--- src/rtl/plot_ctrl_pkg.sv ---
`default_nettype none
// ============================================================================
//  Module      : plot_pkg
//  Description : Shared constants and types for the plot controller:
//                screen geometry, coordinate/colour widths and the
//                controller state encoding.
//  Revision    : 1.0 - initial release
// ============================================================================
package plot_pkg;

    localparam int H_RES    = 160;   // horizontal pixels, x = 0..H_RES-1
    localparam int V_RES    = 120;   // vertical pixels,   y = 0..V_RES-1
    localparam int X_W      = 8;     // x coordinate width
    localparam int Y_W      = 7;     // y coordinate width
    localparam int COLOUR_W = 3;     // default colour word width

    typedef enum logic [1:0] {
        ST_IDLE  = 2'd0,
        ST_CLEAR = 2'd1,
        ST_LINE  = 2'd2
    } state_t;

endpackage
`default_nettype wire

--- src/rtl/plot_ctrl_if.sv ---
`default_nettype none
// ============================================================================
//  Module      : plot_ctrl_if
//  Description : Bundle between a drawing client and the plot controller.
//                Client side : clear_req, clear_colour, line_valid, line_x,
//                              line_y, line_colour  (driven by master)
//                Status      : line_ready, busy, clear_done
//                VGA side    : vga_x, vga_y, vga_colour, vga_plot
//                master = client / VGA-adapter view, slave = controller view.
//  Revision    : 1.0 - initial release
// ============================================================================
interface plot_ctrl_if #(
    parameter int COLOUR_W = plot_pkg::COLOUR_W
);
    import plot_pkg::*;

    logic                clear_req;
    logic [COLOUR_W-1:0] clear_colour;
    logic                line_valid;
    logic [X_W-1:0]      line_x;
    logic [Y_W-1:0]      line_y;
    logic [COLOUR_W-1:0] line_colour;
    logic                line_ready;
    logic                busy;
    logic                clear_done;
    logic [X_W-1:0]      vga_x;
    logic [Y_W-1:0]      vga_y;
    logic [COLOUR_W-1:0] vga_colour;
    logic                vga_plot;

    modport master (
        output clear_req, clear_colour, line_valid, line_x, line_y, line_colour,
        input  line_ready, busy, clear_done, vga_x, vga_y, vga_colour, vga_plot
    );

    modport slave (
        input  clear_req, clear_colour, line_valid, line_x, line_y, line_colour,
        output line_ready, busy, clear_done, vga_x, vga_y, vga_colour, vga_plot
    );

endinterface
`default_nettype wire

--- src/rtl/plot_ctrl_xy_sweep.sv ---
`default_nettype none
// ============================================================================
//  Module      : xy_sweep
//  Description : Raster counter for the screen clear. Advances one pixel per
//                enabled cycle, x fastest, wrapping to (0,0) after the last
//                pixel.
//  Ports       : clk   - clock
//                reset - synchronous, active-low reset (returns to (0,0))
//                en    - advance one position
//                x, y  - current raster position
//                last  - current position is (H_RES-1, V_RES-1)
//  Revision    : 1.0 - initial release
// ============================================================================
module xy_sweep #(
    parameter int H_RES = plot_pkg::H_RES,
    parameter int V_RES = plot_pkg::V_RES,
    parameter int X_W   = plot_pkg::X_W,
    parameter int Y_W   = plot_pkg::Y_W
) (
    input  wire logic           clk,
    input  wire logic           reset,
    input  wire logic           en,
    output logic [X_W-1:0]      x,
    output logic [Y_W-1:0]      y,
    output logic                last
);
    import plot_pkg::*;

    localparam logic [X_W-1:0] c_X_MAX = X_W'(H_RES - 1);
    localparam logic [Y_W-1:0] c_Y_MAX = Y_W'(V_RES - 1);

    logic [X_W-1:0] r_x;
    logic [Y_W-1:0] r_y;

    always_ff @(posedge clk) begin
        if (!reset) begin
            r_x <= '0;
            r_y <= '0;
        end else if (en) begin
            if (r_x == c_X_MAX) begin
                r_x <= '0;
                r_y <= (r_y == c_Y_MAX) ? '0 : r_y + 1'b1;
            end else begin
                r_x <= r_x + 1'b1;
            end
        end
    end

    assign x    = r_x;
    assign y    = r_y;
    assign last = (r_x == c_X_MAX) && (r_y == c_Y_MAX);

endmodule
`default_nettype wire

--- src/rtl/plot_ctrl.sv ---
`default_nettype none
// ============================================================================
//  Module      : plot_ctrl
//  Description : Arbitrates between a full-screen clear and a pixel stream
//                from a line drawer, producing registered plot commands for
//                a VGA adapter.
//  Ports       : clk   - clock, all logic on the rising edge
//                reset - synchronous, active-low reset
//                bus   - plot_ctrl_if.slave (clear request, line pixel
//                        handshake, status, VGA plot outputs)
//  Revision    : 1.0 - initial release
// ============================================================================
module plot_ctrl #(
    parameter int H_RES    = plot_pkg::H_RES,
    parameter int V_RES    = plot_pkg::V_RES,
    parameter int COLOUR_W = plot_pkg::COLOUR_W
) (
    input  wire logic  clk,
    input  wire logic  reset,
    plot_ctrl_if.slave bus
);
    import plot_pkg::*;

    localparam logic [X_W-1:0] c_X_LIMIT = X_W'(H_RES);
    localparam logic [Y_W-1:0] c_Y_LIMIT = Y_W'(V_RES);

    state_t              r_state;
    logic                r_pending;
    logic                r_line_ready;
    logic                r_clear_done;
    logic [COLOUR_W-1:0] r_fill_colour;
    logic [X_W-1:0]      r_vga_x;
    logic [Y_W-1:0]      r_vga_y;
    logic [COLOUR_W-1:0] r_vga_colour;
    logic                r_vga_plot;

    logic [X_W-1:0]      w_sweep_x;
    logic [Y_W-1:0]      w_sweep_y;
    logic                w_sweep_last;
    logic                w_sweep_en;
    logic                w_accept;
    logic                w_in_range;
    logic                w_clear_go;

    assign w_sweep_en = (r_state == ST_CLEAR);
    assign w_accept   = bus.line_valid && r_line_ready;
    assign w_in_range = (bus.line_x < c_X_LIMIT) && (bus.line_y < c_Y_LIMIT);
    // A clear either arrives now or is already latched; it beats line traffic.
    assign w_clear_go = bus.clear_req || r_pending;

    xy_sweep #(
        .H_RES (H_RES),
        .V_RES (V_RES),
        .X_W   (X_W),
        .Y_W   (Y_W)
    ) u_sweep (
        .clk   (clk),
        .reset (reset),
        .en    (w_sweep_en),
        .x     (w_sweep_x),
        .y     (w_sweep_y),
        .last  (w_sweep_last)
    );

    always_ff @(posedge clk) begin
        if (!reset) begin
            r_state       <= ST_IDLE;
            r_pending     <= 1'b0;
            r_line_ready  <= 1'b0;
            r_clear_done  <= 1'b0;
            r_fill_colour <= '0;
            r_vga_x       <= '0;
            r_vga_y       <= '0;
            r_vga_colour  <= '0;
            r_vga_plot    <= 1'b0;
        end else begin
            r_clear_done <= 1'b0;

            // Plot path. line_ready is never high in CLEAR, so an accepted
            // pixel and a sweep pixel can never compete for the same cycle.
            // Off-screen pixels complete the handshake but are dropped here.
            if (w_accept) begin
                r_vga_plot <= w_in_range;
                if (w_in_range) begin
                    r_vga_x      <= bus.line_x;
                    r_vga_y      <= bus.line_y;
                    r_vga_colour <= bus.line_colour;
                end
            end else if (r_state == ST_CLEAR) begin
                r_vga_plot   <= 1'b1;
                r_vga_x      <= w_sweep_x;
                r_vga_y      <= w_sweep_y;
                r_vga_colour <= r_fill_colour;
            end else begin
                r_vga_plot <= 1'b0;
            end

            case (r_state)
                ST_IDLE, ST_LINE: begin
                    if (w_clear_go) begin
                        // Ready drops with the state change so no further
                        // pixel is taken once a clear has been requested.
                        r_state      <= ST_CLEAR;
                        r_pending    <= 1'b1;
                        r_line_ready <= 1'b0;
                        if (bus.clear_req) begin
                            r_fill_colour <= bus.clear_colour;
                        end
                    end else begin
                        r_line_ready <= 1'b1;
                        if ((r_state == ST_IDLE) && bus.line_valid) begin
                            r_state <= ST_LINE;
                        end else if ((r_state == ST_LINE) && !bus.line_valid) begin
                            r_state <= ST_IDLE;
                        end
                    end
                end
                ST_CLEAR: begin
                    // Requests during the sweep are ignored: neither the
                    // pending flag nor the fill colour is touched again.
                    r_pending <= 1'b0;
                    if (w_sweep_last) begin
                        r_state      <= ST_IDLE;
                        r_clear_done <= 1'b1;
                        r_line_ready <= 1'b1;
                    end
                end
                default: begin
                    r_state      <= ST_IDLE;
                    r_pending    <= 1'b0;
                    r_line_ready <= 1'b0;
                end
            endcase
        end
    end

    assign bus.line_ready = r_line_ready;
    assign bus.busy       = r_pending || (r_state == ST_CLEAR);
    assign bus.clear_done = r_clear_done;
    assign bus.vga_x      = r_vga_x;
    assign bus.vga_y      = r_vga_y;
    assign bus.vga_colour = r_vga_colour;
    assign bus.vga_plot   = r_vga_plot;

endmodule
`default_nettype wire

--- src/flat_wrapper.sv ---
// flat-port wrapper written by rule: the top's interface ports become plain ports
module plot_ctrl_flat import plot_pkg::*;
#(
    parameter int H_RES    = plot_pkg::H_RES,
    parameter int V_RES    = plot_pkg::V_RES,
    parameter int COLOUR_W = plot_pkg::COLOUR_W
)
  (clk, reset, bus_clear_req, bus_clear_colour, bus_line_valid, bus_line_x, bus_line_y, bus_line_colour, bus_line_ready, bus_busy, bus_clear_done, bus_vga_x, bus_vga_y, bus_vga_colour, bus_vga_plot);
  plot_ctrl_if #(.COLOUR_W(COLOUR_W)) bus_i ();
  input  wire logic clk;
  input  wire logic reset;
  input wire logic [$bits(bus_i.clear_req)-1:0] bus_clear_req;
  input wire logic [$bits(bus_i.clear_colour)-1:0] bus_clear_colour;
  input wire logic [$bits(bus_i.line_valid)-1:0] bus_line_valid;
  input wire logic [$bits(bus_i.line_x)-1:0] bus_line_x;
  input wire logic [$bits(bus_i.line_y)-1:0] bus_line_y;
  input wire logic [$bits(bus_i.line_colour)-1:0] bus_line_colour;
  output wire logic [$bits(bus_i.line_ready)-1:0] bus_line_ready;
  output wire logic [$bits(bus_i.busy)-1:0] bus_busy;
  output wire logic [$bits(bus_i.clear_done)-1:0] bus_clear_done;
  output wire logic [$bits(bus_i.vga_x)-1:0] bus_vga_x;
  output wire logic [$bits(bus_i.vga_y)-1:0] bus_vga_y;
  output wire logic [$bits(bus_i.vga_colour)-1:0] bus_vga_colour;
  output wire logic [$bits(bus_i.vga_plot)-1:0] bus_vga_plot;
  assign bus_i.clear_req = bus_clear_req;
  assign bus_i.clear_colour = bus_clear_colour;
  assign bus_i.line_valid = bus_line_valid;
  assign bus_i.line_x = bus_line_x;
  assign bus_i.line_y = bus_line_y;
  assign bus_i.line_colour = bus_line_colour;
  assign bus_line_ready = bus_i.line_ready;
  assign bus_busy = bus_i.busy;
  assign bus_clear_done = bus_i.clear_done;
  assign bus_vga_x = bus_i.vga_x;
  assign bus_vga_y = bus_i.vga_y;
  assign bus_vga_colour = bus_i.vga_colour;
  assign bus_vga_plot = bus_i.vga_plot;
  plot_ctrl #(.H_RES(H_RES), .V_RES(V_RES), .COLOUR_W(COLOUR_W)) u_core (.clk(clk), .reset(reset), .bus(bus_i));
endmodule
--- config.mk ---
export PLATFORM = sky130hd
export DESIGN_NAME = plot_ctrl_flat
export DESIGN_NICKNAME = d
export VERILOG_FILES = /design/src/rtl/plot_ctrl_pkg.sv /design/src/rtl/plot_ctrl_if.sv /design/src/rtl/plot_ctrl_xy_sweep.sv /design/src/rtl/plot_ctrl.sv /design/src/flat_wrapper.sv
export SDC_FILE = /design/constraint.sdc
export NUM_CORES = 1
export LEC_CHECK = 0
export ABC_CLOCK_PERIOD_IN_PS = 3700
export BUFFER_PORTS_ARGS = -buffer_cell sky130_fd_sc_hd__buf_2
export CAP_MARGIN = 30
export CORE_ASPECT_RATIO = 0.7
export CORE_MARGIN = 1
export CORE_UTILIZATION = 45
export CTS_CLUSTER_DIAMETER = 200
export DETAILED_ROUTE_END_ITERATION = 10
export GPL_ROUTABILITY_DRIVEN = 0
export PLACE_DENSITY = 0.72
export SLEW_MARGIN = 20
export SYNTH_ARGS = -nofsm -noshare
export SYNTH_HDL_FRONTEND = slang
export SYNTH_HIERARCHICAL = 1
export SYNTH_SLANG_ARGS = --single-unit
--- constraint.sdc ---
create_clock -name clk -period 3.7 [get_ports clk]
set_clock_uncertainty 0.1 [all_clocks]
set_input_delay 0.185 -clock clk [delete_from_list [all_inputs] [get_ports clk]]
set_output_delay 0.185 -clock clk [all_outputs]
set_load 0.005 [all_outputs]
After elaboration in Yosys (flattened, before gate mapping)
Cells that the tools add are included.
W data, S select, Z words.
- add/sub/neg operators: 2
- $lt $le $gt $ge: 2
- equal/unequal tests: 7
- mux-type cells: 22
- reduce and logical (&&, ||, !) cells: 17
- operators by type and width (kind ; count):
    $mux W8 ; 4
    $mux W7 ; 4
    $reduce_and A2 Y1 ; 5
    $mux W3 ; 3
    $add A8 B1 Y8 const B ; 1
    $eq A8 B8 Y1 const B ; 1
    $lt A8 B8 Y1 const B ; 1
    $mux W2 ; 4
    $add A7 B1 Y7 const B ; 1
    $eq A7 B7 Y1 const B ; 1
    $lt A7 B7 Y1 const B ; 1
    $logic_and A1 B1 Y1 ; 5
    $mux W1 ; 5
    $ne A4 B1 Y1 const B ; 1
    $pmux W2 S2 ; 1
    $reduce_and A3 Y1 ; 1
    $eq A2 B1 Y1 const B ; 1
    $eq A2 B2 Y1 const B ; 1
    $logic_not A2 Y1 ; 1
    $logic_or A1 B1 Y1 ; 2
    $ne A2 B1 Y1 const B ; 1
    $ne A2 B2 Y1 const B ; 1
    $pmux W1 S2 ; 1
    $reduce_bool A2 Y1 ; 1
    other kinds (2) ; 2
- bits in registers: 42
- bits of input ports: 25
- word-level logic and storage cells: 61

Longest topological paths before layout
Gate-level depths: netlist of run 1.
- depth in word-level cells: 6
- depth in mapped cells: 9
- mapped depth without buffers: 7

Cells and area by module
Netlist of run 1, hierarchy kept.
- by module, submodules not included (module ; times used ; cells each ; area each (sq um) ; sequential area each (sq um)):
    plot_ctrl ; 1 ; 144 ; 1460.2 ; 540.5
    xy_sweep ; 1 ; 86 ; 729.4 ; 300.3

Worst setup path after synthesis of run 1
Ideal clock, no wire load.
- kind: flip-flop to flip-flop
- start: reg u_core.r_state[0]
- end: reg u_core.u_sweep.r_y[6] (netlist: u_core/u_sweep/y[6])
- setup time: 0.071 ns
- data arrival time: 2.127 ns
- path slack: 1.402 ns
- stages on the path, launching flop included: 10
- buffers on the path: 3
- clock period less this slack: 2.298 ns
- path through: dfxtp_1 nand2b_4 inv_4 buf_6 buf_2 nand4_2 or3_1 buf_6 or4_1 a21oi_1
- cells in the longest elaborated chain, start to end: 2
- RTL lines (item ; line ; RTL):
    from (decl) ; plot_ctrl.sv:27 ; state_t r_state;
    from (signal assigned) ; plot_ctrl.sv:67 ; r_state <= ST_IDLE;
    from (signal assigned) ; plot_ctrl.sv:103 ; r_state <= ST_CLEAR;
    from (signal assigned) ; plot_ctrl.sv:112 ; r_state <= ST_LINE;
    $eq A2 B1 Y1 ; plot_ctrl.sv:45 ; assign w_sweep_en = (r_state == ST_CLEAR);
    net u_core.w_sweep_en ; plot_ctrl.sv:40 ; logic w_sweep_en;
    $reduce_and A2 Y1 (no source line) ; - ;
    to (signal assigned) ; plot_ctrl_xy_sweep.sv:42 ; r_y <= (r_y == c_Y_MAX) ? '0 : r_y + 1'b1;
    to (decl) ; plot_ctrl_xy_sweep.sv:33 ; logic [Y_W-1:0] r_y;
The timed path passes the listed nets, and every way through them passes these cells.
A chain may end at the register's enable or synchronous reset.

Worst setup path in the final report of run 1
- start: reg u_core.r_state[0]
- end: reg u_core.u_sweep.r_y[6] (netlist: u_core/u_sweep/y[6])
- cells in the longest elaborated chain, start to end: 2
- RTL lines (item ; line):
    $eq A2 B1 Y1 ; plot_ctrl.sv:45
    $reduce_and A2 Y1 (no source line) ; -
No other way between the ends.

==> results_dict.tcl, run 1 <==
set metrics [dict create \
    setup_viol 0 \
    vias 1987 \
    diodes 0 \
    design_area_sq_um 2460 \
    cp_num_buf_inv 1 \
    cp.arrival_ns 2.62 \
    synth_nets 257 \
    hold_path_end "u_core/bus.vga_colour[2]" \
    whs_path_depth 3 \
    rrSetupSlack_ns 1.21 \
    drtIter0Drc 64 \
    grt.total_usage_pct 22.2 \
    critPathRequiredTime_ns 3.83 \
    power.leakage_nw 0.933 \
    port_buffers 46 \
    cp_max_fo 26 \
    final.setup.tns_ns 0 \
    fmax_mhz 401 \
    viasPerCell 6.11 \
    die-area_sq_um 5150 \
    cp_slowest_cell "or3_1" \
    synth-main-ff-cell "dfxtp_1" \
    slew_headroom_pct 47.7 \
    grt_pass1_wl_um 8800 \
    dp_hpwl_um 3720 \
    yosysSeqAreaShare_pct 38.4 \
    dieHeight_um 60.4 \
    cts_buffers 5 \
    min_period_ns 2.49 \
    cts_hold_buf 0 \
    path_class "reg -> reg" \
    hold_path.class "in -> reg" \
    rsz0062_at_grt "no" \
    yosysWarnings 6 \
    grt_pass1_vias 1792 \
    max_cap_violations 0 \
    rr_worst_depth 6 \
    timing.hold.ws_ns 0.0260 \
    initial_core_util_pct 48.6 \
    num_rows 20 \
    synth-edff-count 0 \
    ctsRootBufferMaster "clkbuf_8" \
    worst_path_largest_cell_delay_ns 0.57 \
    fin_ws_ns 1.21 \
    wl_um 5310 \
    post_dp_cell_area_sq_um 2390 \
    crit_path_start "u_core/r_state[0]" \
    clkTransAtPathRegs_ns 0.08 \
    crit_family "simple AND/OR/NAND/NOR gates" \
    postRouteAntennaNets 0 \
    max-vdd-ir-drop_mv 0.141 \
    finalNetCount 297 \
    drive_above_1_share_pct 26.3 \
    crit_chain "nand2b_4 > inv_4 > nand4_2 > or3_1 > or4_1 > a21oi_1" \
    r2r-end "u_core/u_sweep/y[6]" \
    drc 0 \
    dp_slack_ns 1.25 \
    critPathLaunchType "flip-flop" \
    synthCells 230 \
    end_kind "flip-flop" \
    gr-total-overflow 0 \
    routedWlPerCell_um 16.4 \
    final_max_slew_viol_count 0 \
    clock_latency_ns 0.29 \
    worst_pin_slew_ns 0.782 \
    cts_max_level 2 \
    cts_setup_buffers 0 \
    cts_tree "built" \
    hp-start "bus_line_colour[2]" \
    worstReg2RegStart "u_core/r_state[0]" \
    p_per_area_nw_per_um2 356 \
    hold_viol 0 \
    avgSynthCellArea_sq_um 9.52 \
    coreArea_sq_um 4500 \
    antenna_found_initial 0 \
    dr.pass1.iters 4 \
    yosysUniqueCellTypes 50 \
    finalCritPeriodShare_pct 67.4 \
    cts_sinks 42 \
    ys_ff_latch 42 \
    clockBufferDepth 2 \
    area_delta_synth_final_pct 12.5 \
    dieWidth_um 85.4 \
    async_flop_share_pct 0 \
    num_io_pins 47 \
    status "finished, final reports clean" \
    grt_max_degree 27 \
    netlist_area_sq_um 2190 \
    ctsResizeCount 0 \
]
-- worst min-delay path: cells and delay by family --
family | cells | cell delay, ns
and+or+nand+nor | 2 | 0.13
buffers and inverters | 1 | 0.08
-- power by group --
| group | internal (mW) | switching, mW | leakage (nW) |
|---|---|---|---|
| combinational | 0.0452 | 0.0687 | 0.554 |
| clock | 0.130 | 0.153 | 0.0383 |
| sequential | 0.466 | 0.0137 | 0.341 |
| total | 0.642 | 0.236 | 0.933 |
-- layer usage --
layer  vias up  track usage (%)  share of wire, %
li1        962                -                 -
met1       937             33.2                52
met2        83             32.4                41
met3         5             4.22               6.7
met4         0             7.62              0.81
met5         -                0                 0
-- per-stage QoR --
stage               total power, mW  std cells  util [%]
floorplan                     0.571        230         -
global placement              0.601        317      52.8
detailed placement            0.603        318      53.0
CTS                           0.884        325      54.7
global route                  0.920        325      54.7
finish                        0.877        325      54.7
-- flip-flops by register name, summed over array words and instances, names as in the netlist, 2 cells and up --
| name | count |
|---|---|
| u_core/bus.vga_colour | 3 |
| u_core/bus.vga_x | 8 |
| u_core/bus.vga_y | 7 |
| u_core/r_fill_colour | 3 |
| u_core/r_state | 2 |
| u_core/u_sweep/x | 8 |
| u_core/u_sweep/y | 7 |
-- worst max-delay path by stage --
stage,endpoint,cells past startpoint,slack (ns)
floorplan,u_core/u_sweep/y[6],9,1.40
global placement,u_core/u_sweep/y[6],6,1.31
detailed placement,u_core/u_sweep/y[6],6,1.25
CTS,u_core/u_sweep/y[6],6,1.23
global route,u_core/u_sweep/y[6],6,1.07
finish,u_core/u_sweep/y[6],6,1.21
-- cell families (layout without fill, tap and decap cells) --
logic type | count (synthesis) | in the layout | synth area share, %
AO/OA/AOI/OAI | 36 | 36 | 15.5
XOR/XNOR | 7 | 7 | 2.80
adder cells (fa/ha/maj) | 2 | 2 | 1.14
buffers and inverters | 18 | 58 | 5.94
flip-flops | 42 | 42 | 38.4
multiplexers | 19 | 19 | 8.69
AND/OR/NAND/NOR | 106 | 106 | 27.5
-- cells in the mapped netlist, types with 3 or more instances --
cell type,count,area share [%]
o221ai_2,11,7.5
and3_1,3,0.86
a21oi_1,5,1.1
or3_1,3,0.86
mux2i_1,19,8.7
xnor2_1,3,1.2
nand2_1,29,5.0
nand4_1,29,8.3
nand3_1,4,0.91
o211ai_1,4,1.4
nor2_1,11,1.9
clkbuf_1,3,0.51
buf_4,4,1.4
nor2b_1,4,1.1
dfxtp_1,42,38
o221ai_1,4,1.6
xor2_1,4,1.6
buf_6,3,1.5
inv_1,3,0.51
nor3_1,3,0.69
-- cell type report --
class,instances,area (sq um)
Inverter,4,17.5
Fill cell,405,2040
Timing Repair Buffer,47,241
Sequential cell,42,841
Tap cell,55,68.8
Clock buffer,7,76.3
Multi-Input combinational cell,170,1220
-- layout by cell type (no fill, tap or decap), types with 3 or more instances in the layout --
cell      synthesis  layout
xnor2_1           3       3
o221ai_1          4       4
nor2_1           11      11
buf_2             2      46
mux2i_1          19      19
dfxtp_1          42      42
or3_1             3       3
and3_1            3       3
nand3_1           4       4
nand4_1          29      29
inv_1             3       3
clkbuf_8          0       5
nor2b_1           4       4
o221ai_2         11      11
nand2_1          29      29
a21oi_1           5       5
o211ai_1          4       4
nor3_1            3       3
xor2_1            4       4
Power figures use the tool's default switching activity.
==> inputs of run 2 (changes only) <==
--- a/config.mk
+++ b/config.mk
@@ -5,7 +5,7 @@
 export SDC_FILE = /design/constraint.sdc
 export NUM_CORES = 1
 export LEC_CHECK = 0
-export ABC_CLOCK_PERIOD_IN_PS = 3700
+export ABC_CLOCK_PERIOD_IN_PS = 2350
 export BUFFER_PORTS_ARGS = -buffer_cell sky130_fd_sc_hd__buf_2
 export CAP_MARGIN = 30
 export CORE_ASPECT_RATIO = 0.7
==> constraint.sdc (replaced) <==
create_clock -name clk -period 2.35 [get_ports clk]
set_clock_uncertainty 0.1 [all_clocks]
set_input_delay 0.1175 -clock clk [delete_from_list [all_inputs] [get_ports clk]]
set_output_delay 0.1175 -clock clk [all_outputs]
set_load 0.005 [all_outputs]
==> run 2 against run 1 <==
Compared with the run above: global-route usage grew 1.1 points; worst setup slack worse by 0.87 ns; clock power grew 55%.
==> results_dict.tcl, run 2 (synthesis results as in run 1) <==
set metrics [dict create \
    multi_input_area_sq_um 1220 \
    end_kind "flip-flop" \
    cts_tree "built" \
    post_dp_cell_area_sq_um 2410 \
    viasPerCell 5.91 \
    finalCritPeriodShare_pct 85.7 \
    die-area_sq_um 5150 \
    post-place-cells 322 \
    slew_headroom_pct 49.8 \
    critPathRequiredTime_ns 2.47 \
    dieHeight_um 60.4 \
    cp_max_fo 5 \
    num_rows 20 \
    finalNetCount 311 \
    diodes 0 \
    area_delta_synth_final_pct 18.3 \
    wl_um 5670 \
    n_fill_cell 397 \
    timing.hold.ws_ns 0.0136 \
    postRouteAntennaNets 0 \
    gr-total-overflow 0 \
    grt_max_degree 37 \
    whs_path_depth 3 \
    finish.utilization_pct 57.5 \
    max_cap_violations 0 \
    dr.pass1.iters 4 \
    routedWlPerCell_um 16.7 \
    dp_hpwl_um 3900 \
    grt_pass1_wl_um 9110 \
    ctsRootBufferMaster "clkbuf_8" \
    cts_buffers 5 \
    rr_worst_depth 5 \
    rsz0062_at_grt "no" \
    r2r-end "u_core/u_sweep/y[6]" \
    seq_area_sq_um 841 \
    critPathLaunchType "flip-flop" \
    stdcell_count 339 \
    final_common_cell "buf_2" \
    port_buffers 46 \
    grt.total_usage_pct 23.3 \
    cts_hold_buf 10 \
    initial_core_util_pct 48.6 \
    setup_viol 0 \
    cts_sinks 42 \
    max-vdd-ir-drop_mv 0.305 \
    hp-start "bus_line_x[2]" \
    cts_setup_buffers 0 \
    dieWidth_um 85.4 \
    drive_above_1_share_pct 26.4 \
    num_io_pins 47 \
    final.setup.tns_ns 0 \
    min_period_ns 2.01 \
    cts_max_level 2 \
    fmax_mhz 496 \
    path_class "reg -> reg" \
    final_max_slew_viol_count 0 \
    vias 2005 \
    design_area_sq_um 2590 \
    power.leakage_nw 0.992 \
    cp.arrival_ns 2.14 \
    clockBufferDepth 2 \
    status "finished, final reports clean" \
    worst_pin_slew_ns 0.753 \
    ctsResizeCount 0 \
    rrSetupSlack_ns 0.34 \
    antenna_found_initial 0 \
    drc 0 \
    grt_pass1_vias 1849 \
    most-common-layout-cells "46 x buf_2, 42 x dfxtp_1, 29 x nand2_1, 29 x nand4_1, 19 x mux2i_1" \
    clkTransAtPathRegs_ns 0.08 \
    hold_path.class "in -> reg" \
    hold_viol 0 \
    clock_latency_ns 0.29 \
    drtIter0Drc 103 \
    p_per_area_nw_per_um2 538 \
    coreArea_sq_um 4500 \
    hold_path_end "u_core/bus.vga_x[2]" \
    worstReg2RegStart "u_core/u_sweep/x[0]" \
]
[run 2: per-layer routing]
layer  global-route usage [%]  wire, um
met5                        0         0
met3                     4.63       361
met2                     37.1      2490
met4                     7.14        59
met1                     32.6      2750
[run 2: worst max path at each step]
stage | cells past startpoint | startpoint | endpoint | slack, ns
3_5_place_dp | 5 | u_core/u_sweep/x[0] | u_core/u_sweep/y[6] | 0.35
6_report | 5 | u_core/u_sweep/x[0] | u_core/u_sweep/y[6] | 0.34
2_1_floorplan | 9 | u_core/r_state[0] | u_core/u_sweep/y[6] | 0.05
4_1_cts | 5 | u_core/u_sweep/x[0] | u_core/u_sweep/y[6] | 0.33
5_1_grt | 5 | u_core/u_sweep/x[0] | u_core/u_sweep/y[6] | 0.18
3_3_place_gp | 5 | u_core/u_sweep/x[0] | u_core/u_sweep/y[6] | 0.42
[run 2: per-stage QoR]
stage / setup WS [ns] / power [mW]
finish: 0.335 / 1.39
global route: 0.181 / 1.45
CTS: 0.332 / 1.40
detailed placement: 0.351 / 0.958
global placement: 0.420 / 0.954
floorplan: 0.0520 / 0.899
[run 2: power by group]
group | total [mW] | internal, mW | switching, mW
clock network | 0.438 | 0.205 | 0.233
registers | 0.755 | 0.734 | 0.0210
logic | 0.201 | 0.0863 | 0.115
[run 2: worst max-delay path: stages (launching register included)]
cell and delay, ns:
dfxtp_1 0.41, ha_1 0.24, nand4_2 0.16, or3_1 0.41
or4_1 0.48, a21oi_1 0.14
[run 2: area by class of cell]
| cell class | count | share of cell area (%) |
|---|---|---|
| Multi-Input combinational cell | 170 | 47.1 |
| Tap cell | 55 | 2.66 |
| Sequential cell | 42 | 32.5 |
| Inverter | 4 | 0.676 |
| Clock buffer | 7 | 2.95 |
| Timing Repair Buffer | 61 | 14.2 |
